$ cat src/rtl/or1k_arb_pkg.sv
// Shared types and constants for the OR1K ibus/dbus arbiter.
package or1k_arb_pkg;

  typedef enum logic [1:0] {
    ST_IDLE = 2'd0,
    ST_IBUS = 2'd1,
    ST_DBUS = 2'd2
  } arb_state_t;

  typedef enum logic {
    M_IBUS = 1'b0,
    M_DBUS = 1'b1
  } arb_master_t;

  localparam logic [3:0] OR1K_IBUS_BSEL = 4'hf;

endpackage

$ cat src/rtl/or1k_arb_rr2.sv
// Stateless two-way round-robin pick: on a tie the master not granted last wins.
module or1k_arb_rr2
  import or1k_arb_pkg::*;
(
  input  logic        req_i,
  input  logic        req_d,
  input  arb_master_t last_grant,
  output logic        grant_valid,
  output arb_master_t grant
);

  always_comb begin
    grant_valid = req_i | req_d;
    grant       = M_IBUS;
    if (req_i && req_d)
      grant = (last_grant == M_IBUS) ? M_DBUS : M_IBUS;
    else if (req_d)
      grant = M_DBUS;
  end

endmodule

$ cat src/rtl/or1k_bus_arbiter.sv
// Merges the OR1K ibus and dbus onto one memory port; grant is held for a
// full single or burst transaction and responses go only to the owner.
//
// state   | meaning
// IDLE    | no owner; arbitrate pending requests, responses ignored
// IBUS    | ibus owns the memory port
// DBUS    | dbus owns the memory port
module or1k_bus_arbiter
  import or1k_arb_pkg::*;
#(
  parameter int OPTION_OPERAND_WIDTH = 32,
  parameter int BURST_LENGTH         = 8
) (
  input  logic                            clk,
  input  logic                            rst,

  input  logic                            ibus_req_i,
  input  logic                            ibus_burst_i,
  input  logic [OPTION_OPERAND_WIDTH-1:0] ibus_adr_i,
  output logic                            ibus_ack_o,
  output logic                            ibus_err_o,
  output logic [OPTION_OPERAND_WIDTH-1:0] ibus_dat_o,

  input  logic                            dbus_req_i,
  input  logic                            dbus_we_i,
  input  logic                            dbus_burst_i,
  input  logic [OPTION_OPERAND_WIDTH-1:0] dbus_adr_i,
  input  logic [OPTION_OPERAND_WIDTH-1:0] dbus_dat_i,
  input  logic [3:0]                      dbus_bsel_i,
  output logic                            dbus_ack_o,
  output logic                            dbus_err_o,
  output logic [OPTION_OPERAND_WIDTH-1:0] dbus_dat_o,

  output logic                            mem_req_o,
  output logic                            mem_we_o,
  output logic                            mem_burst_o,
  output logic [OPTION_OPERAND_WIDTH-1:0] mem_adr_o,
  output logic [OPTION_OPERAND_WIDTH-1:0] mem_dat_o,
  output logic [3:0]                      mem_bsel_o,
  input  logic                            mem_ack_i,
  input  logic                            mem_err_i,
  input  logic [OPTION_OPERAND_WIDTH-1:0] mem_dat_i
);

  localparam int               CNT_W     = $clog2(BURST_LENGTH);
  localparam logic [CNT_W-1:0] LAST_BEAT = CNT_W'(BURST_LENGTH - 1);

  arb_state_t       state;
  arb_master_t      last_grant;
  logic             burst_q;
  logic [CNT_W-1:0] beat_cnt;

  logic             win_valid;
  arb_master_t      win;
  logic             own_req;
  arb_master_t      own_master;
  logic             last_beat;
  logic             xfer_end;

  or1k_arb_rr2 u_rr2 (
    .req_i       (ibus_req_i),
    .req_d       (dbus_req_i),
    .last_grant  (last_grant),
    .grant_valid (win_valid),
    .grant       (win)
  );

  assign own_master = (state == ST_DBUS) ? M_DBUS : M_IBUS;
  assign own_req    = (state == ST_IBUS) ? ibus_req_i :
                      (state == ST_DBUS) ? dbus_req_i : 1'b0;
  assign last_beat  = (beat_cnt == LAST_BEAT);
  // Error wins over ack; a dropped request aborts without waiting for the slave.
  assign xfer_end   = mem_err_i || !own_req || (mem_ack_i && (!burst_q || last_beat));

  always_ff @(posedge clk or negedge rst) begin
    if (!rst) begin
      state      <= ST_IDLE;
      last_grant <= M_IBUS;
      burst_q    <= 1'b0;
      beat_cnt   <= '0;
    end else begin
      case (state)
        ST_IDLE: begin
          if (win_valid) begin
            state    <= (win == M_IBUS) ? ST_IBUS : ST_DBUS;
            burst_q  <= (win == M_IBUS) ? ibus_burst_i : dbus_burst_i;
            beat_cnt <= '0;
          end
        end
        default: begin
          if (xfer_end) begin
            state      <= ST_IDLE;
            last_grant <= own_master;
          end else if (mem_ack_i) begin
            beat_cnt <= beat_cnt + CNT_W'(1);
          end
        end
      endcase
    end
  end

  always_comb begin
    mem_req_o   = 1'b0;
    mem_we_o    = 1'b0;
    mem_burst_o = 1'b0;
    mem_adr_o   = '0;
    mem_dat_o   = '0;
    mem_bsel_o  = '0;
    ibus_ack_o  = 1'b0;
    ibus_err_o  = 1'b0;
    ibus_dat_o  = '0;
    dbus_ack_o  = 1'b0;
    dbus_err_o  = 1'b0;
    dbus_dat_o  = '0;
    case (state)
      ST_IBUS: begin
        mem_req_o   = ibus_req_i;
        mem_burst_o = burst_q && !last_beat;
        mem_adr_o   = ibus_adr_i;
        mem_bsel_o  = OR1K_IBUS_BSEL;
        ibus_ack_o  = mem_ack_i && !mem_err_i;
        ibus_err_o  = mem_err_i;
        ibus_dat_o  = mem_dat_i;
      end
      ST_DBUS: begin
        mem_req_o   = dbus_req_i;
        mem_we_o    = dbus_we_i;
        mem_burst_o = burst_q && !last_beat;
        mem_adr_o   = dbus_adr_i;
        mem_dat_o   = dbus_dat_i;
        mem_bsel_o  = dbus_bsel_i;
        dbus_ack_o  = mem_ack_i && !mem_err_i;
        dbus_err_o  = mem_err_i;
        dbus_dat_o  = mem_dat_i;
      end
      default: ;
    endcase
  end

endmodule

$ cat config.mk
export PLATFORM = sky130hd
export DESIGN_NAME = or1k_bus_arbiter
export DESIGN_NICKNAME = d
export VERILOG_FILES = /design/src/rtl/or1k_arb_pkg.sv /design/src/rtl/or1k_arb_rr2.sv /design/src/rtl/or1k_bus_arbiter.sv
export SDC_FILE = /design/constraint.sdc
export NUM_CORES = 1
export LEC_CHECK = 0
export ABC_CLOCK_PERIOD_IN_PS = 2200
export CORE_AREA = 8 8 101 103
export CTS_BUF_LIST = sky130_fd_sc_hd__clkbuf_4
export DETAILED_ROUTE_END_ITERATION = 7
export DIE_AREA = 0 0 109 111
export GPL_ROUTABILITY_DRIVEN = 0
export HOLD_SLACK_MARGIN = 0.05
export PLACE_DENSITY = 0.69
export SYNTH_ARGS = -nofsm -noshare
export SYNTH_HDL_FRONTEND = slang
export SYNTH_SLANG_ARGS = --single-unit
$ cat constraint.sdc
create_clock -name clk -period 2.2 [get_ports clk]
set_clock_uncertainty 0.2 [all_clocks]
set_input_delay 0.22 -clock clk [delete_from_list [all_inputs] [get_ports clk]]
set_output_delay 0.22 -clock clk [all_outputs]
set_load 0.1 [all_outputs]
==> impl_metrics.ini <==
[clocking]
cts_buffers = 3
cts_buffer_depth = 2
cts.htree.levels = 1
cts.sinks = 7
clk_pin_slew_ps = 60
cts_tree = done
clock_latency_ps = 260
root_buffer = clkbuf_4

[timing]
drv_slew = 0
worst_slack_ps = 41.35
relSlewSlack = 0.6442
fin_crit_sh = 0.9812
whs_ps = 302.5
period_minus_slack_ps = 2159
rsz0062_at_grt = true
fmax_mhz = 463.3
worstMarginPinSlew_ps = 530.1
final-setup-viol-count = 0
hold_viol_final = 0

[yosys]
synth_warnings = 0
synth_edf_count = 0
synth_ff_type = dfrtp_1
ys_types = 22
synthesis.nets = 385
ys_seq_area_frac = 0.1116
avgSynthCellArea_um2 = 6.570
synth_seq_cells = 7
async_reset_ff_frac = 1.000
syn_area_mm2 = 0.001570
syn_inst = 239

[floorplan]
core-area_mm2 = 0.008551
initial_core_util = 0.1836
die_h_um = 111
rows = 34
io_pins = 280
dieArea_mm2 = 0.01210
die_x_um = 109

[global_routing]
grt_start_max_net_pins = 52
track_usage = 0.1873
grt_overflow = 0
grt_pass1_wl_um = 17800
grt_pass1_vias = 3024
antenna_found_initial = 0

[place]
hpwl_um = 10810
placedCellCount = 612
portBuffers = 279
place_area_mm2 = 0.006231
pre_cts_ws_ps = 15.61

[routing]
routed_wl_um = 12790
drt_iter0_markers = 94
drc = 0
routedWlPerCell_um = 20.47
first_pass_iters = 4
ant_nets = 0
viasPerCell = 4.533
vias = 2833

[finish]
n_antenna_cell = 0
fin_cells = 625
synthToLayoutAreaGrowth_pct = 313.9
final_area_mm2 = 0.006500
nNetsFinal = 664
drive_gt1_frac = 0.5010
fillCellCount = 558
area.sequential_um2 = 175.2
multi_input_area_mm2 = 0.001689

[critical_path]
crit_type = flop to output port
r2r_slack_ps = 90
worstPathArrival_ps = 1740
endpoint_kind = output port
startpoint_type = flop
regToRegEndpoint = last_grant$_DFFE_PN0P_
cp.required_ps = 1780
rr_worst_depth = 6
path_max_fanout = 26
rr_startpoint = beat_cnt[0]$_DFFE_PN0P_

[min_path]
holdPathStages = 1
min_from = last_grant$_DFFE_PN0P_
hp-class = flop to flop
min_to = last_grant$_DFFE_PN0P_

[status]
status = complete, no violations

[run]
drv_cap = 0
[cells in the mapped netlist, types with 2 or more instances]
| cell type | count | area, µm² |
|---|---|---|
| dfrtp_1 | 7 | 175.2 |
| nand2_1 | 5 | 18.77 |
| nor2_1 | 41 | 153.9 |
| inv_1 | 5 | 18.77 |
| and2_1 | 99 | 619.3 |
| a21oi_1 | 7 | 35.03 |
| ha_1 | 5 | 62.56 |
| and3b_1 | 2 | 17.52 |
| mux2i_1 | 3 | 30.03 |
| clkbuf_1 | 21 | 78.83 |
| a22oi_1 | 33 | 247.7 |
[cells in the final DEF (no fill, tap or decap), types with 4 or more instances in the layout]
master	n
clkdlybuf4s50_1	140
clkbuf_4	4
nor2_4	33
nand2_1	5
and2_1	59
dfrtp_1	7
buf_12	145
nor2_2	6
a22oi_2	10
and2_2	40
buf_4	6
a22oi_1	23
a21oi_1	7
[per-stage QoR]
stage | utilization | setup TNS, ps
CTS | 0.7356 | -0.9948
detailed placement | 0.7287 | 0
finish | 0.7602 | 0
global route | 0.7602 | -319.3
floorplan | - | -1624
global placement | 0.7287 | 0
[area by class of cell]
class                      count  area share
clock buffer                   4    0.004620
multi-input combinational    204      0.2599
inverter                       5    0.003657
timing repair buffer         297      0.6841
sequential                     7     0.02695
tap                          108     0.02079
[critical path, cell delays in order (launching register included)]
cell     delay (ps)
dfrtp_1         410
inv_1           160
ha_4            230
buf_12          190
a22oi_1         100
nor2_2          170
buf_12          200
[what timing repair did]
action	CTS	global route
hold buffers	1	0
buffers inserted	0	6
hold endpoints to repair	7	0
pin swaps	1	2
gates resized for setup	5	19
endpoints found under the setup margin	34	57
gates cloned	0	2
[registers in the layout, indices dropped and copies added, names as in the netlist]
signal,flops
beat_cnt,3
burst_q,1
last_grant,1
state,2
[logic make-up after synthesis]
logic type / Yosys count / share of synthesized area
fa+ha+maj: 5 / 0.03984
mux: 4 / 0.02630
compound gates: 44 / 0.2112
simple gates: 151 / 0.5394
flops: 7 / 0.1116
buf+inv: 28 / 0.07171
[worst max path at each step]
stage                                 start                     end  slack (ps)  cells after the start
global placement    beat_cnt[0]$_DFFE_PN0P_  last_grant$_DFFE_PN0P_         120                      6
detailed placement  beat_cnt[0]$_DFFE_PN0P_  last_grant$_DFFE_PN0P_          20                      6
floorplan              state[1]$_DFFE_PN0P_           mem_adr_o[29]        -140                      6
CTS                    state[0]$_DFFE_PN0P_            mem_adr_o[9]          -1                      6
finish                 state[1]$_DFFE_PN0P_            mem_adr_o[9]          40                      6
global route           state[1]$_DFFE_PN0P_            mem_adr_o[9]         -40                      6
[layer usage]
metal,vias to the layer above,GRT usage,share of wire
li1,1347,-,-
met1,1297,0.1766,0.33
met2,182,0.3662,0.55
met3,7,0.07267,0.11
met4,0,0.03105,0.0074
met5,-,0,0
Power is left out: the tool's default activity adds up to more than one toggle a clock period on the data nets, which glitch-free logic cannot reach.
